$ cat src/rtl/mcs4_bus_master.sv
`timescale 1ns/1ps
`default_nettype none
// ============================================================================
// Module   : mcs4_bus_master
// Brief    : MCS-4 bus sequencer issuing ROM fetches and (with MCS4_IOWR_EN
//            defined) SRC/WRR two-cycle port writes over the 4-bit bus.
// Revision : 1.0 - initial release
// ============================================================================
module mcs4_bus_master #(
  parameter logic [1:0] SAMPLE_TICK = 2'd3
) (
  input  logic        sysclk,
  input  logic        poc_n,
  output logic        clk1_pad,
  output logic        clk2_pad,
  output logic        sync_pad,
  output logic        poc_pad,
  output logic        cmrom_pad,
  input  logic [3:0]  data_in,
  output logic [3:0]  data_out,
  output logic        data_dir,
  input  logic        cmd_valid,
  output logic        cmd_ready,
  input  logic        cmd_op,
  input  logic [11:0] cmd_addr,
  input  logic [3:0]  cmd_wdata,
  output logic        rsp_valid,
  output logic [7:0]  rsp_data
);

  localparam logic [2:0] c_SUB_A1 = 3'd0;
  localparam logic [2:0] c_SUB_A2 = 3'd1;
  localparam logic [2:0] c_SUB_A3 = 3'd2;
  localparam logic [2:0] c_SUB_M1 = 3'd3;
  localparam logic [2:0] c_SUB_M2 = 3'd4;
  localparam logic [2:0] c_SUB_X1 = 3'd5;
  localparam logic [2:0] c_SUB_X2 = 3'd6;
  localparam logic [2:0] c_SUB_X3 = 3'd7;

  localparam logic [1:0] c_ST_NOP   = 2'd0;
  localparam logic [1:0] c_ST_FETCH = 2'd1;
`ifdef MCS4_IOWR_EN
  localparam logic [1:0] c_ST_SRC   = 2'd2;
  localparam logic [1:0] c_ST_WRR   = 2'd3;
`endif

  logic        r_run;
  logic        r_poc;
  logic [4:0]  r_phase;
  logic [1:0]  r_state;
  logic [1:0]  w_next_state;
  logic [11:0] r_addr;
  logic [3:0]  r_rsp_hi;
  logic [7:0]  r_rsp_data;
  logic [2:0]  w_sub;
  logic [1:0]  w_tick;
  logic        w_cycle_end;
  logic        w_pending;
  logic        w_ready;
  logic        w_accept;

  assign w_sub       = r_phase[4:2];
  assign w_tick      = r_phase[1:0];
  assign w_cycle_end = r_run & (w_sub == c_SUB_X3) & (w_tick == 2'd3);

`ifdef MCS4_IOWR_EN
  logic [3:0] r_wdata;
  assign w_pending = (r_state == c_ST_SRC);
`else
  logic w_unused_cmd;
  assign w_unused_cmd = ^{cmd_op, cmd_wdata};
  assign w_pending    = 1'b0;
`endif

  assign w_ready   = w_cycle_end & ~r_poc & ~w_pending;
  assign w_accept  = w_ready & cmd_valid;
  assign cmd_ready = w_ready;
  assign poc_pad   = r_poc;
  assign rsp_data  = r_rsp_data;

  // r_run holds the phase at A1 tick 0 for one edge after release so that
  // tick is actually presented on the pads.
  always_ff @(posedge sysclk or negedge poc_n) begin
    if (!poc_n) begin
      r_run   <= 1'b0;
      r_poc   <= 1'b1;
      r_phase <= 5'd0;
    end else begin
      r_run <= 1'b1;
      if (r_run) begin
        r_phase <= r_phase + 5'd1;
      end
      if (w_cycle_end) begin
        r_poc <= 1'b0;
      end
    end
  end

  always_ff @(posedge sysclk or negedge poc_n) begin
    if (!poc_n) begin
      r_state <= c_ST_NOP;
    end else begin
      r_state <= w_next_state;
    end
  end

  always_ff @(posedge sysclk or negedge poc_n) begin
    if (!poc_n) begin
      r_addr <= 12'd0;
`ifdef MCS4_IOWR_EN
      r_wdata <= 4'd0;
`endif
    end else if (w_accept) begin
      r_addr <= cmd_addr;
`ifdef MCS4_IOWR_EN
      r_wdata <= cmd_wdata;
`endif
    end
  end

  // High nibble is staged so rsp_data only changes once the byte is whole.
  always_ff @(posedge sysclk or negedge poc_n) begin
    if (!poc_n) begin
      r_rsp_hi   <= 4'd0;
      r_rsp_data <= 8'd0;
    end else if ((r_state == c_ST_FETCH) && (w_tick == SAMPLE_TICK)) begin
      if (w_sub == c_SUB_M1) begin
        r_rsp_hi <= data_in;
      end
      if (w_sub == c_SUB_M2) begin
        r_rsp_data <= {r_rsp_hi, data_in};
      end
    end
  end

  always_comb begin
    w_next_state = r_state;
    if (w_cycle_end) begin
`ifdef MCS4_IOWR_EN
      if (r_state == c_ST_SRC) begin
        w_next_state = c_ST_WRR;
      end else if (w_accept) begin
        w_next_state = cmd_op ? c_ST_SRC : c_ST_FETCH;
      end else begin
        w_next_state = c_ST_NOP;
      end
`else
      w_next_state = w_accept ? c_ST_FETCH : c_ST_NOP;
`endif
    end
  end

  always_comb begin
    clk1_pad  = r_run & (w_tick == 2'd0);
    clk2_pad  = r_run & (w_tick == 2'd2);
    sync_pad  = r_run & (w_sub == c_SUB_X3);
    cmrom_pad = 1'b0;
    data_dir  = 1'b0;
    data_out  = 4'd0;
    rsp_valid = 1'b0;
    if ((r_state != c_ST_NOP) && (w_sub <= c_SUB_A3)) begin
      data_dir = 1'b1;
      case (w_sub)
        c_SUB_A1: data_out = r_addr[3:0];
        c_SUB_A2: data_out = r_addr[7:4];
        default:  data_out = r_addr[11:8];
      endcase
    end
    case (r_state)
      c_ST_FETCH: begin
        cmrom_pad = (w_sub == c_SUB_A3);
        rsp_valid = (w_sub == c_SUB_X1) && (w_tick == 2'd0);
      end
`ifdef MCS4_IOWR_EN
      c_ST_SRC: begin
        if (w_sub == c_SUB_X2) begin
          data_dir  = 1'b1;
          data_out  = r_addr[11:8];
          cmrom_pad = 1'b1;
        end
      end
      c_ST_WRR: begin
        if (w_sub == c_SUB_M2) begin
          data_dir  = 1'b1;
          data_out  = 4'b0010;
          cmrom_pad = 1'b1;
        end else if (w_sub == c_SUB_X2) begin
          data_dir = 1'b1;
          data_out = r_wdata;
        end
      end
`endif
      default: begin
      end
    endcase
  end

endmodule
`default_nettype wire

$ cat config.mk
export PLATFORM = sky130hd
export DESIGN_NAME = mcs4_bus_master
export DESIGN_NICKNAME = d
export VERILOG_FILES = /design/src/rtl/mcs4_bus_master.sv
export SDC_FILE = /design/constraint.sdc
export NUM_CORES = 1
export LEC_CHECK = 0
export ABC_AREA = 1
export BUFFER_PORTS_ARGS = -buffer_cell sky130_fd_sc_hd__clkbuf_2
export CAP_MARGIN = 10
export CORE_MARGIN = 4
export CORE_UTILIZATION = 40
export CTS_CLUSTER_DIAMETER = 80
export DETAILED_ROUTE_END_ITERATION = 12
export SLEW_MARGIN = 20
export SYNTH_ARGS = -nofsm -noshare
export SYNTH_HDL_FRONTEND = slang
export SYNTH_SLANG_ARGS = --single-unit
export TNS_END_PERCENT = 50
$ cat constraint.sdc
create_clock -name sysclk -period 1.72 [get_ports sysclk]
set_input_delay 0.172 -clock sysclk [delete_from_list [all_inputs] [get_ports sysclk]]
set_output_delay 0.172 -clock sysclk [all_outputs]
set_load 0.02 [all_outputs]
**Word-level counts from Yosys, hierarchy flattened**

Cells that the tools add are included.

- Bits in registers: 33
- Bits in latches: 0
- Bits in writable memories: 0
- Memory bits (read-only): 0
- Input port bits: 24
- Logic and storage cells: 39
- Memories: 0

- Add/subtract/negate cells: 1
- Multipliers: 0
- Div/mod/pow operators: 0
- Magnitude comparators: 1
- Equal/unequal tests: 9
- Shift-type cells: 0
- Muxes and demuxes: 6
- Bitwise operators: 7
- Reduce and logical (&&, ||, !) cells: 8

Operators by type and width:

| kind | number |
|---|---|
| 3-bit equality test, second input constant | 3 |
| 4-bit one-hot mux with 2 select lines | 1 |
| 1-bit bitwise AND | 6 |
| 3-bit by 2-bit equality test with 1-bit output, second input constant | 2 |
| 5-bit by 1-bit adder with 5-bit output, second input constant | 1 |
| 2-bit equality test, second input constant | 2 |
| 1-bit 2-to-1 mux | 4 |
| 4-bit 2-to-1 mux | 1 |
| 2-bit AND reduction | 2 |
| 3-bit by 1-bit equality test with 1-bit output, second input constant | 1 |
| 3-bit by 2-bit less-or-equal comparator with 1-bit output, second input constant | 1 |
| 1-bit logical AND | 3 |
| 3-bit logical NOT | 1 |
| 2-bit by 1-bit equality test with 1-bit output, second input constant | 1 |
| 2-bit logical NOT | 1 |
| 2-bit nonzero test | 1 |
| 1-bit inverter | 1 |

**Depth between registers and ports, before layout**

Gate-level depths: netlist (run 1).

- Depth after elaboration: 6
- Depth in mapped cells: 7
- Gate-level depth less buffers: 6

**Worst setup path after synthesis (run 1)**

OpenSTA, ideal clock, no wires.

- Kind: register to output
- Start point: register r_phase[4]
- End point: output port cmrom_pad
- Arrival time: 1.240 ns
- Required time: 1.548 ns
- Slack: 0.308 ns
- Cell stages (with the launch flop): 5
- Buffers on the path: 1
- Path through: dfrtp_1 inv_2 buf_4 nand2_4 nor3_1

- Longest elaborated chain between the ends: 2

RTL lines:

| what | RTL line | text |
|---|---|---|
| from (decl) | 49 | `logic [4:0] r_phase;` |
| from (signal assigned) | 91 | `r_phase <= r_phase + 5'd1;` |
| 3-bit by 2-bit equality test with 1-bit output | 171 | `cmrom_pad = (w_sub == c_SUB_A3);` |
| 1-bit 2-to-1 mux | 169 | `case (r_state)` |
| to (decl) | 18 | `output logic cmrom_pad,` |

Every way passes these cells.

**Final worst setup path (run 1)**

- Start point: register r_phase[0]
- End point: output port cmd_ready

- Longest elaborated chain between the ends: 3

RTL lines:

| what | RTL line | text |
|---|---|---|
| 2-bit equality test | 64 | `assign w_cycle_end = r_run & (w_sub == c_SUB_X3) & (w_tick == 2'd3);` |
| 1-bit bitwise AND | 64 |  |
| 1-bit bitwise AND | 75 | `assign w_ready = w_cycle_end & ~r_poc & ~w_pending;` |
| to (decl) | 23 | `output logic cmd_ready,` |

Every way passes these cells.

==> results.sh, run 1 <==
export IMPL_place_inst=258
export IMPL_groute_usage_overall_pct=14.7
export IMPL_crit_type="reg -> out"
export IMPL_worst_slack_ps=105
export IMPL_fin_nets=244
export IMPL_synth_cell_types=28
export IMPL_fmax_ghz=0.619
export IMPL_post_place_ws_ps=267
export IMPL_status="finished with violations"
export IMPL_synth_seq_cells=32
export IMPL_p_leak_uw=0.00106
export IMPL_cts_root_buf="clkbuf_8"
export IMPL_routed_wl_um=3380
export IMPL_drc=0
export IMPL_htreeDepth=2
export IMPL_floorplan_rows=22
export IMPL_ctsResizeCount=2
export IMPL_top_usage_layer="met2"
export IMPL_initial_utilization_pct=42.8
export IMPL_multi_input_area_um2=683
export IMPL_ys_warn_count=0
export IMPL_min_period_ps=1610
export IMPL_syn_nets=205
export IMPL_antenna_left=0
export IMPL_skew_ps=4.31
export IMPL_port_buffers=38
export IMPL_io_pins=44
export IMPL_wl_per_cell_um=12.8
export IMPL_nFillCells=375
export IMPL_cts_buffer_depth=2
export IMPL_cp_arrival_ps=1440
export IMPL_power_uw=3150
export IMPL_maxCapViolations=0
export IMPL_crit_required_ps=1550
export IMPL_met3_usage_pct=5.33
export IMPL_final_setup_viol_count=0
export IMPL_vdd_drop_max_mv=0.818
export IMPL_path_max_fanout=4
export IMPL_maxSlewViolCount=0
export IMPL_hold_viol=31
export IMPL_die_area_um2=5140
export IMPL_tns_ps=0
export IMPL_ctsHoldBuffers=0
export IMPL_vias=1284
export IMPL_grt_ovfl_total=0
export IMPL_core_um2=3800
export IMPL_seq_area_um2=805
export IMPL_hold_ws_ps=-28.0
export IMPL_synth_edf_count=0
export IMPL_start_kind="flop"
export IMPL_use_met2_pct=23.8
export IMPL_async_reset_ff_share_pct=100
export IMPL_vias_per_cell=4.85
export IMPL_ys_flop_type="dfrtp_1"
export IMPL_hpwl_um=2520
export IMPL_clk_pin_slew_worst_paths_ps=60
export IMPL_tightest_slew_ps=795
export IMPL_antenna_cells=0
export IMPL_cts_tree="yes"
export IMPL_violations="hold timing"
export IMPL_grt_pass1_vias=1306
export IMPL_cts_sinks=32
export IMPL_synth_avg_cell_area_um2=9.12
export IMPL_syn_area_um2=1620
export IMPL_first_pass_iters=4
export IMPL_stdcell_area_um2=1940
export IMPL_place_gp_congestion=0.847
export IMPL_ys_seq_area_share_pct=49.4
export IMPL_use_met1_pct=18.3
export IMPL_layout_common_cells="48 x nand2_1, 37 x clkbuf_2, 29 x dfrtp_1, 19 x inv_1, 18 x nand4_1"
export IMPL_areaGrowthSynthToFinish_pct=19.5
export IMPL_grt_pass1_wl_um=6000
export IMPL_cts_made_buffers=5
export IMPL_drtIter0Drc=72
export IMPL_crit_path_end_kind="primary output"
export IMPL_die_y_um=71.7
export IMPL_final_common_cell="nand2_1"
export IMPL_grt_max_degree=33
export IMPL_powerDensity_nw_per_um2=1620
export IMPL_drive_gt1_share_pct=35.0
export IMPL_min_period_over_period_pct=93.9
export IMPL_min_path_type="in -> async"
export IMPL_syn_inst=178
export IMPL_worst_skew_pair_late_latency_ps=280
export IMPL_r2r_slack_ps=300
export IMPL_place_area_um2=1820
export IMPL_die_w_um=71.7
export IMPL_cts_setup_buffers=0
export IMPL_slew_headroom_pct=47.0
export IMPL_fin_cells=265
export IMPL_antenna_found_initial=0
[layer usage]
metal  wire (µm)  up-vias
met5           0        -
met4          37        0
met2        1570       33
met1        1550      591
met3         222        5
li1            -      655
[registers in the layout, indices dropped and copies added (netlist names)]
| register | cells |
|---|---|
| r_addr | 12 |
| rsp_data | 8 |
| r_phase | 5 |
| r_rsp_hi | 4 |
| poc_pad | 1 |
| r_run | 1 |
| r_state | 1 |
[cells by family (layout without fill, tap and decap cells)]
family                     Yosys count  count (layout)  share of synthesized area (%)
AOI/OAI and AO/OA                   15              15                           6.47
other                                1               1                          0.231
adders and majority gates            3               3                           2.31
buffers and inverters               31              70                           9.32
and+or+nand+nor                     93              93                           30.7
DFF                                 32              32                           49.4
xor gates and xnor gates             3               3                           1.62
[cell type report]
class	instances	area share (%)
flip-flops and latches	32	41.5
multi-input cells	115	35.2
repair buffers	40	10.6
clock buffers	7	4.96
inverters	23	4.71
well taps	48	3.09
[cells in the mapped netlist (all sizes together) (2+ instances only)]
master | count | area share [%]
nand2 | 53 | 13
dfrtp | 31 | 48
inv | 23 | 5.3
nand4 | 20 | 9.0
o21ai | 14 | 6.2
nand3 | 9 | 3.1
nor2 | 9 | 4.6
buf | 6 | 3.5
ha | 3 | 2.3
xor2 | 3 | 1.6
clkbuf | 2 | 0.46
nor3 | 2 | 0.62
[critical path, stage by stage (launching register included)]
cell and delay, ps:
dfrtp_1 430, ha_2 260, nand2_2 120, nor3_1 180
buf_2 190
[stage by stage]
step	hold WS, ps	util, %
2_1_floorplan	-124	-
3_3_place_gp	286	48.0
3_5_place_dp	300	48.0
4_1_cts	4.63	50.8
5_1_grt	40.5	51.1
6_report	-28.0	51.1
[path summary, 6_finish.rpt]
path | cells past startpoint | from | to
worst max-delay path | 4 | r_phase[0]$_DFFE_PN0P_ | cmd_ready
worst min-delay path | 1 | poc_n | r_phase[0]$_DFFE_PN0P_
worst max register to register | 5 | r_phase[0]$_DFFE_PN0P_ | r_addr[4]$_DFFE_PN0P_
worst min register to register | 2 | r_addr[5]$_DFFE_PN0P_ | r_addr[5]$_DFFE_PN0P_
max in group asynchronous | 1 | poc_n | r_phase[4]$_DFFE_PN0P_
min in group sysclk | 3 | data_in[1] | r_rsp_hi[1]$_DFFE_PN0P_
[power by group]
part / switching (µW) / total [µW] / internal [µW]
clock network: 258 / 614 / 356
logic: 805 / 1230 / 422
registers: 266 / 1310 / 1040
total: 1330 / 3150 / 1820
Note: power is estimated with default switching activity, not from simulation.
==> run 2, diff against run 1 <==
--- a/config.mk
+++ b/config.mk
@@ -5,8 +5,8 @@
 export SDC_FILE = /design/constraint.sdc
 export NUM_CORES = 1
 export LEC_CHECK = 0
-export ABC_AREA = 1
-export BUFFER_PORTS_ARGS = -buffer_cell sky130_fd_sc_hd__clkbuf_2
+export ABC_AREA = 0
+export BUFFER_PORTS_ARGS = -buffer_cell sky130_fd_sc_hd__buf_2
 export CAP_MARGIN = 10
 export CORE_MARGIN = 4
 export CORE_UTILIZATION = 40
==> run 2 against run 1 <==
Against the previous run:
- the flow now finishes without violations
- wire length down 15%
- critical path depth is 2 higher
- first-iteration DRC count decreased by 83%
- largest power group is now combinational cells
==> results.sh, run 2 <==
export IMPL_wl_per_cell_um=13.6
export IMPL_clk_pin_slew_worst_paths_ps=90
export IMPL_sw_frac_of_total_pct=37.8
export IMPL_final_setup_viol_count=0
export IMPL_rr_worst_depth=4
export IMPL_postLayoutCoreUtil_pct=57.6
export IMPL_async_reset_ff_share_pct=100
export IMPL_slew_headroom_pct=53.7
export IMPL_port_buffers=38
export IMPL_synth_avg_cell_area_um2=13.2
export IMPL_synth_cell_types=26
export IMPL_grt_pass1_wl_um=4480
export IMPL_crit_start="r_phase[1]$_DFFE_PN0P_"
export IMPL_die_w_um=68.0
export IMPL_core_um2=3420
export IMPL_place_gp_congestion=0.773
export IMPL_worst_path_buf_inv=3
export IMPL_drive_gt1_share_pct=63.9
export IMPL_layout_common_cells="32 x buf_2, 29 x dfrtp_1, 24 x mux2_2, 16 x buf_4, 5 x clkbuf_4"
export IMPL_met3_usage_pct=6.40
export IMPL_worst_skew_pair_late_latency_ps=330
export IMPL_crit_path_max_incr_delay_ps=430
export IMPL_p_leak_uw=0.000965
export IMPL_ys_flop_type="dfrtp_1"
export IMPL_regMostFlops="r_addr"
export IMPL_crit_path_end_kind="primary output"
export IMPL_crit_type="reg -> out"
export IMPL_cp_arrival_ps=1460
export IMPL_io_pins=44
export IMPL_cts_buffer_depth=2
export IMPL_cts_made_buffers=5
export IMPL_status="finished, final reports clean"
export IMPL_grt_pass1_vias=997
export IMPL_vias=999
export IMPL_drc=0
export IMPL_areaGrowthSynthToFinish_pct=36.5
export IMPL_groute_usage_overall_pct=13.2
export IMPL_antenna_found_initial=0
export IMPL_synth_edf_count=0
export IMPL_use_met1_pct=13.9
export IMPL_power_internal_uw=2010
export IMPL_crit_chain="buf_6 -> inv_4 -> ha_4 -> nand2_1 -> nor3_2 -> buf_4"
export IMPL_drtIter0Drc=12
export IMPL_grt_ovfl_total=0
export IMPL_min_period_over_period_pct=95.1
export IMPL_r2r_slack_ps=180
export IMPL_path_max_fanout=3
export IMPL_critPathTopFamily="flip-flops"
export IMPL_p_seq_share_pct=38.7
export IMPL_cp_endpoint="rsp_valid"
export IMPL_largest_reg_flops=12
export IMPL_ys_top_cells_by_count="31 x dfrtp_1, 24 x mux2_2, 7 x nor2_1"
export IMPL_synth_seq_cells=32
export IMPL_first_pass_iters=2
export IMPL_cts_sinks=32
export IMPL_synth_top_area_cell="dfrtp_1"
export IMPL_min_path_type="in -> reg"
export IMPL_grt_max_degree=33
export IMPL_hold_viol=0
export IMPL_power_uw=3230
export IMPL_nFillCells=303
export IMPL_vias_per_cell=4.71
export IMPL_floorplan_rows=21
export IMPL_crit_slowest_cell="dfrtp_1"
export IMPL_reg2reg_from="r_phase[3]$_DFFE_PN0P_"
export IMPL_synth_top_area_share_pct=53.8
export IMPL_cts_tree="yes"
export IMPL_antenna_cells=0
export IMPL_min_from="cmd_addr[11]"
export IMPL_use_met2_pct=23.3
export IMPL_ys_warn_count=0
export IMPL_htreeDepth=2
export IMPL_ys_seq_area_share_pct=55.6
export IMPL_p_clk_share_pct=13.7
export IMPL_maxSlewViolCount=0
export IMPL_power_frac_comb_pct=47.6
export IMPL_fmax_ghz=0.611
export IMPL_place_area_um2=1740
export IMPL_crit_cells=6
export IMPL_rsz0062_at_grt="true"
export IMPL_stdcell_area_um2=1970
export IMPL_cts_root_buf="clkbuf_4"
export IMPL_maxCapViolations=0
export IMPL_hpwl_um=2030
export IMPL_syn_nets=136
export IMPL_switchingPower_uw=1220
export IMPL_die_area_um2=4630
export IMPL_place_inst=198
export IMPL_antenna_left=0
export IMPL_rr_endpoint="rsp_data[0]$_DFFE_PN0P_"
export IMPL_fin_cells=212
export IMPL_start_kind="flop"
export IMPL_die_y_um=68.0
export IMPL_crit_required_ps=1550
export IMPL_powerDensity_nw_per_um2=1640
export IMPL_min_period_ps=1640
export IMPL_synth_most_common_cell="dfrtp_1"
export IMPL_top_usage_layer="met2"
export IMPL_syn_area_um2=1440
export IMPL_synth_area_leaders="dfrtp_1 54%, mux2_2 19%, mux2i_1 2.8%"
export IMPL_initial_utilization_pct=42.2
export IMPL_skew_ps=7.43
export IMPL_vdd_drop_max_mv=0.644
export IMPL_fin_nets=192
export IMPL_final_common_cell="buf_2"
export IMPL_routed_wl_um=2890
export IMPL_tightest_slew_ps=695
export IMPL_syn_inst=109
==> run 2: cell types whose count changed after synthesis, moves of 4 or more <==
| cell | before | now |
|---|---|---|
| o21ai_1 | 5 | 0 |
| o21ai_2 | 8 | 0 |
| mux2i_1 | 0 | 4 |
| nand4_1 | 18 | 3 |
| nand2_2 | 4 | 0 |
| mux2_2 | 0 | 24 |
| inv_1 | 20 | 5 |
| nand2_1 | 48 | 6 |
| nand3_1 | 8 | 1 |
| a211oi_1 | 0 | 4 |
==> run 2: per-layer routing <==
| metal | share of wire, % | up-vias | wire [µm] |
|---|---|---|---|
| met4 | 0.55 | 0 | 16 |
| met1 | 40 | 481 | 1160 |
| li1 | - | 484 | - |
| met3 | 7.5 | 4 | 217 |
| met5 | 0 | - | 0 |
| met2 | 52 | 30 | 1500 |
==> run 2: what timing repair did <==
item | CTS | global route
gates cloned | 0 | 0
resized for setup | 9 | 27
buffers inserted | 1 | 4
endpoints found under the hold margin | 31 | 0
hold buffers | 1 | 0
pin swaps | 1 | 7
endpoints found under the setup margin | 5 | 6
==> run 2: worst min path at each step <==
stage,endpoint,cells after the start
6_report,r_addr[11]$_DFFE_PN0P_,2
5_1_grt,r_addr[11]$_DFFE_PN0P_,2
4_1_cts,r_addr[11]$_DFFE_PN0P_,2
3_5_place_dp,rsp_data[0]$_DFFE_PN0P_,1
3_3_place_gp,rsp_data[4]$_DFFE_PN0P_,1
2_1_floorplan,r_addr[0]$_DFFE_PN0P_,0
==> run 2: final cells by class <==
class                           instances  area (µm²)  share of cell area, %
Timing Repair Buffer                   53         344                   17.5
Multi-Input combinational cell         68         679                   34.5
Inverter                                5        23.8                   1.21
Sequential cell                        32         805                   40.9
Tap cell                               46        57.6                   2.92
Clock buffer                            8        58.8                   2.99
==> run 2: through the flow <==
stage | TNS [ps] | hold slack (ps) | worst slack, ps
2_1_floorplan | 0 | -124 | 100
3_3_place_gp | 0 | 253 | 171
3_5_place_dp | 0 | 261 | 149
4_1_cts | 0 | 59.5 | 6.75
5_1_grt | -82.8 | 50.6 | -34.9
6_report | 0 | 67.0 | 83.5
==> run 2: power by group through the flow <==
stage,combinational [µW],clock (µW),sequential [µW]
2_1_floorplan,740,0,1290
3_3_place_gp,1210,0,1210
6_report,1540,443,1250
4_1_cts,1280,458,1240
3_5_place_dp,1240,0,1230
5_1_grt,1680,494,1290
==> run 2: kinds of logic (layout without fill, tap and decap cells) <==
| family | count (synthesis) | count (layout) | synth area share [%] |
|---|---|---|---|
| compound gates | 6 | 6 | 2.95 |
| xor+xnor | 4 | 4 | 2.43 |
| fa+ha+maj | 3 | 3 | 2.60 |
| buf+inv | 9 | 66 | 3.30 |
| flops | 32 | 32 | 55.6 |
| mux | 28 | 28 | 21.5 |
| other cells | 1 | 1 | 0.260 |
| simple gates | 26 | 26 | 11.3 |
==> run 3, diff against run 2 <==
--- a/config.mk
+++ b/config.mk
@@ -10,6 +10,7 @@
 export CAP_MARGIN = 10
 export CORE_MARGIN = 4
 export CORE_UTILIZATION = 40
+export CTS_BUF_LIST = sky130_fd_sc_hd__clkbuf_2
 export CTS_CLUSTER_DIAMETER = 80
 export DETAILED_ROUTE_END_ITERATION = 12
 export SLEW_MARGIN = 20
==> constraint.sdc (replaced) <==
create_clock -name sysclk -period 2 [get_ports sysclk]
set_input_delay 0.2 -clock sysclk [delete_from_list [all_inputs] [get_ports sysclk]]
set_output_delay 0.2 -clock sysclk [all_outputs]
set_load 0.02 [all_outputs]
==> run 3 against run 2 <==
Against the previous run:
- sequential power fell by 13%
- clock skew is essentially flat
- sequential share of layout area grew 4.2 points
- critical path type unchanged
- highest routed layer unchanged
==> results.sh, run 3 (synthesized netlist as in run 2, its figures left out) <==
export IMPL_maxCapViolations=0
export IMPL_crit_path_max_incr_delay_ps=510
export IMPL_grt_pass1_vias=955
export IMPL_crit_path_end_kind="primary output"
export IMPL_die_area_um2=4630
export IMPL_sw_frac_of_total_pct=38.3
export IMPL_min_path_type="in -> reg"
export IMPL_regMostFlops="r_addr"
export IMPL_antenna_left=0
export IMPL_fin_cells=206
export IMPL_wl_per_cell_um=13.2
export IMPL_cp_arrival_ps=1660
export IMPL_power_uw=2420
export IMPL_p_leak_uw=0.000916
export IMPL_hpwl_um=2070
export IMPL_worst_skew_pair_late_latency_ps=350
export IMPL_r2r_slack_ps=350
export IMPL_largest_reg_flops=12
export IMPL_die_y_um=68.0
export IMPL_place_inst=192
export IMPL_powerDensity_nw_per_um2=1360
export IMPL_crit_required_ps=1800
export IMPL_power_internal_uw=1500
export IMPL_cts_made_buffers=5
export IMPL_clk_pin_slew_worst_paths_ps=150
export IMPL_htreeDepth=2
export IMPL_layout_common_cells="38 x buf_2, 29 x dfrtp_1, 24 x mux2_2, 8 x buf_4"
export IMPL_drtIter0Drc=21
export IMPL_hold_viol=0
export IMPL_min_period_over_period_pct=93.2
export IMPL_drc=0
export IMPL_power_frac_comb_pct=43.1
export IMPL_path_common_cell="nor2_1"
export IMPL_crit_type="reg -> out"
export IMPL_initial_utilization_pct=42.2
export IMPL_vias=982
export IMPL_final_common_cell="buf_2"
export IMPL_min_period_ps=1860
export IMPL_drive_gt1_share_pct=52.5
export IMPL_io_pins=44
export IMPL_die_w_um=68.0
export IMPL_skew_ps=7.87
export IMPL_cts_tree="yes"
export IMPL_routed_wl_um=2720
export IMPL_final_setup_viol_count=0
export IMPL_vdd_drop_max_mv=0.509
export IMPL_p_seq_share_pct=44.8
export IMPL_cts_sinks=32
export IMPL_fmax_ghz=0.537
export IMPL_nFillCells=332
export IMPL_grt_ovfl_total=0
export IMPL_core_um2=3420
export IMPL_port_buffers=38
export IMPL_switchingPower_uw=928
export IMPL_p_clk_share_pct=12.1
export IMPL_start_kind="flop"
export IMPL_maxSlewViolCount=0
export IMPL_fin_nets=186
export IMPL_tightest_slew_ps=684
export IMPL_cts_root_buf="clkbuf_2"
export IMPL_crit_chain="nor2_1 -> buf_4 -> nor2_1 -> a211oi_1 -> buf_2"
export IMPL_areaGrowthSynthToFinish_pct=24.0
export IMPL_crit_slowest_cell="dfrtp_2"
export IMPL_hold_ws_ps=66.2
export IMPL_grt_pass1_wl_um=4270
export IMPL_first_pass_iters=4
export IMPL_vias_per_cell=4.77
export IMPL_status="finished, final reports clean"
export IMPL_slew_headroom_pct=54.4
export IMPL_grt_max_degree=33
export IMPL_antenna_cells=0
export IMPL_antenna_found_initial=0
export IMPL_floorplan_rows=21
export IMPL_cts_buffer_depth=2
export IMPL_groute_usage_overall_pct=12.8
export IMPL_path_max_fanout=9
export IMPL_place_gp_congestion=0.712
## run 3: cell types whose count changed in the layout (fill, tap and decap cells not counted), sizes merged
cell    change
clkbuf      -1
buf         -6
clkinv      +1
## run 3: per-stage QoR
| stage | utilization (%) | TNS (ps) | worst slack [ps] | area, µm² |
|---|---|---|---|---|
| finish | 52.3 | 0 | 137 | 1790 |
| global route | 52.3 | -9.33 | -9.33 | 1790 |
| CTS | 50.8 | 0 | 12.3 | 1730 |
| detailed placement | 49.3 | 0 | 225 | 1680 |
| global placement | 49.3 | 0 | 254 | 1680 |
| floorplan | - | 0 | 352 | 1440 |
## run 3: cell type report
cell class	count	area [µm²]	share of cell area [%]
multi-input cells	68	607	34.0
repair buffers	47	260	14.6
well taps	46	57.6	3.22
clock buffers	7	35.0	1.96
inverters	5	18.8	1.05
flip-flops and latches	32	805	45.0
clock inverters	1	3.75	0.210
## run 3: worst max-delay path: cells and delay by family (launching register included)
kind | cells | cell delay, ps
flip-flops | 1 | 510
AO/OA/AOI/OAI | 1 | 250
AND/OR/NAND/NOR | 2 | 180
buffers and inverters | 2 | 380
## run 3: worst paths after layout
kind                                               from                 endpoint  cells after the start
min in group asynchronous                         poc_n  rsp_data[0]$_DFFE_PN0P_                      2
worst max register to register   r_phase[4]$_DFFE_PN0P_  rsp_data[3]$_DFFE_PN0P_                      3
worst min-delay path                       cmd_addr[10]   r_addr[10]$_DFFE_PN0P_                      2
worst min register to register  r_rsp_hi[1]$_DFFE_PN0P_  rsp_data[5]$_DFFE_PN0P_                      1
worst max-delay path             r_phase[3]$_DFFE_PN0P_              data_out[1]                      5
max in group asynchronous                         poc_n   r_phase[2]$_DFFE_PN0P_                      2
## run 3: power groups by stage
stage | clock [µW] | sequential [µW] | combinational, µW
finish | 293 | 1090 | 1040
global route | 340 | 1120 | 1140
global placement | 0 | 1090 | 920
floorplan | 0 | 1110 | 637
CTS | 308 | 1100 | 954
detailed placement | 0 | 1120 | 950
## run 3: repair_timing
item / in CTS / in global routing
buffers inserted: 0 / 5
resized for setup: 2 / 3
hold endpoints to repair: 31 / 0
hold buffers: 1 / 0
cloned: 0 / 0
setup endpoints to repair: 1 / 3
## run 3: layer usage
| layer | up-vias | GRT usage, % | share of wire, % |
|---|---|---|---|
| met2 | 31 | 22.5 | 49 |
| met3 | 8 | 4.43 | 7.4 |
| met5 | - | 0 | 0 |
| met1 | 470 | 13.3 | 42 |
| li1 | 473 | - | - |
| met4 | 0 | 6.70 | 2.2 |
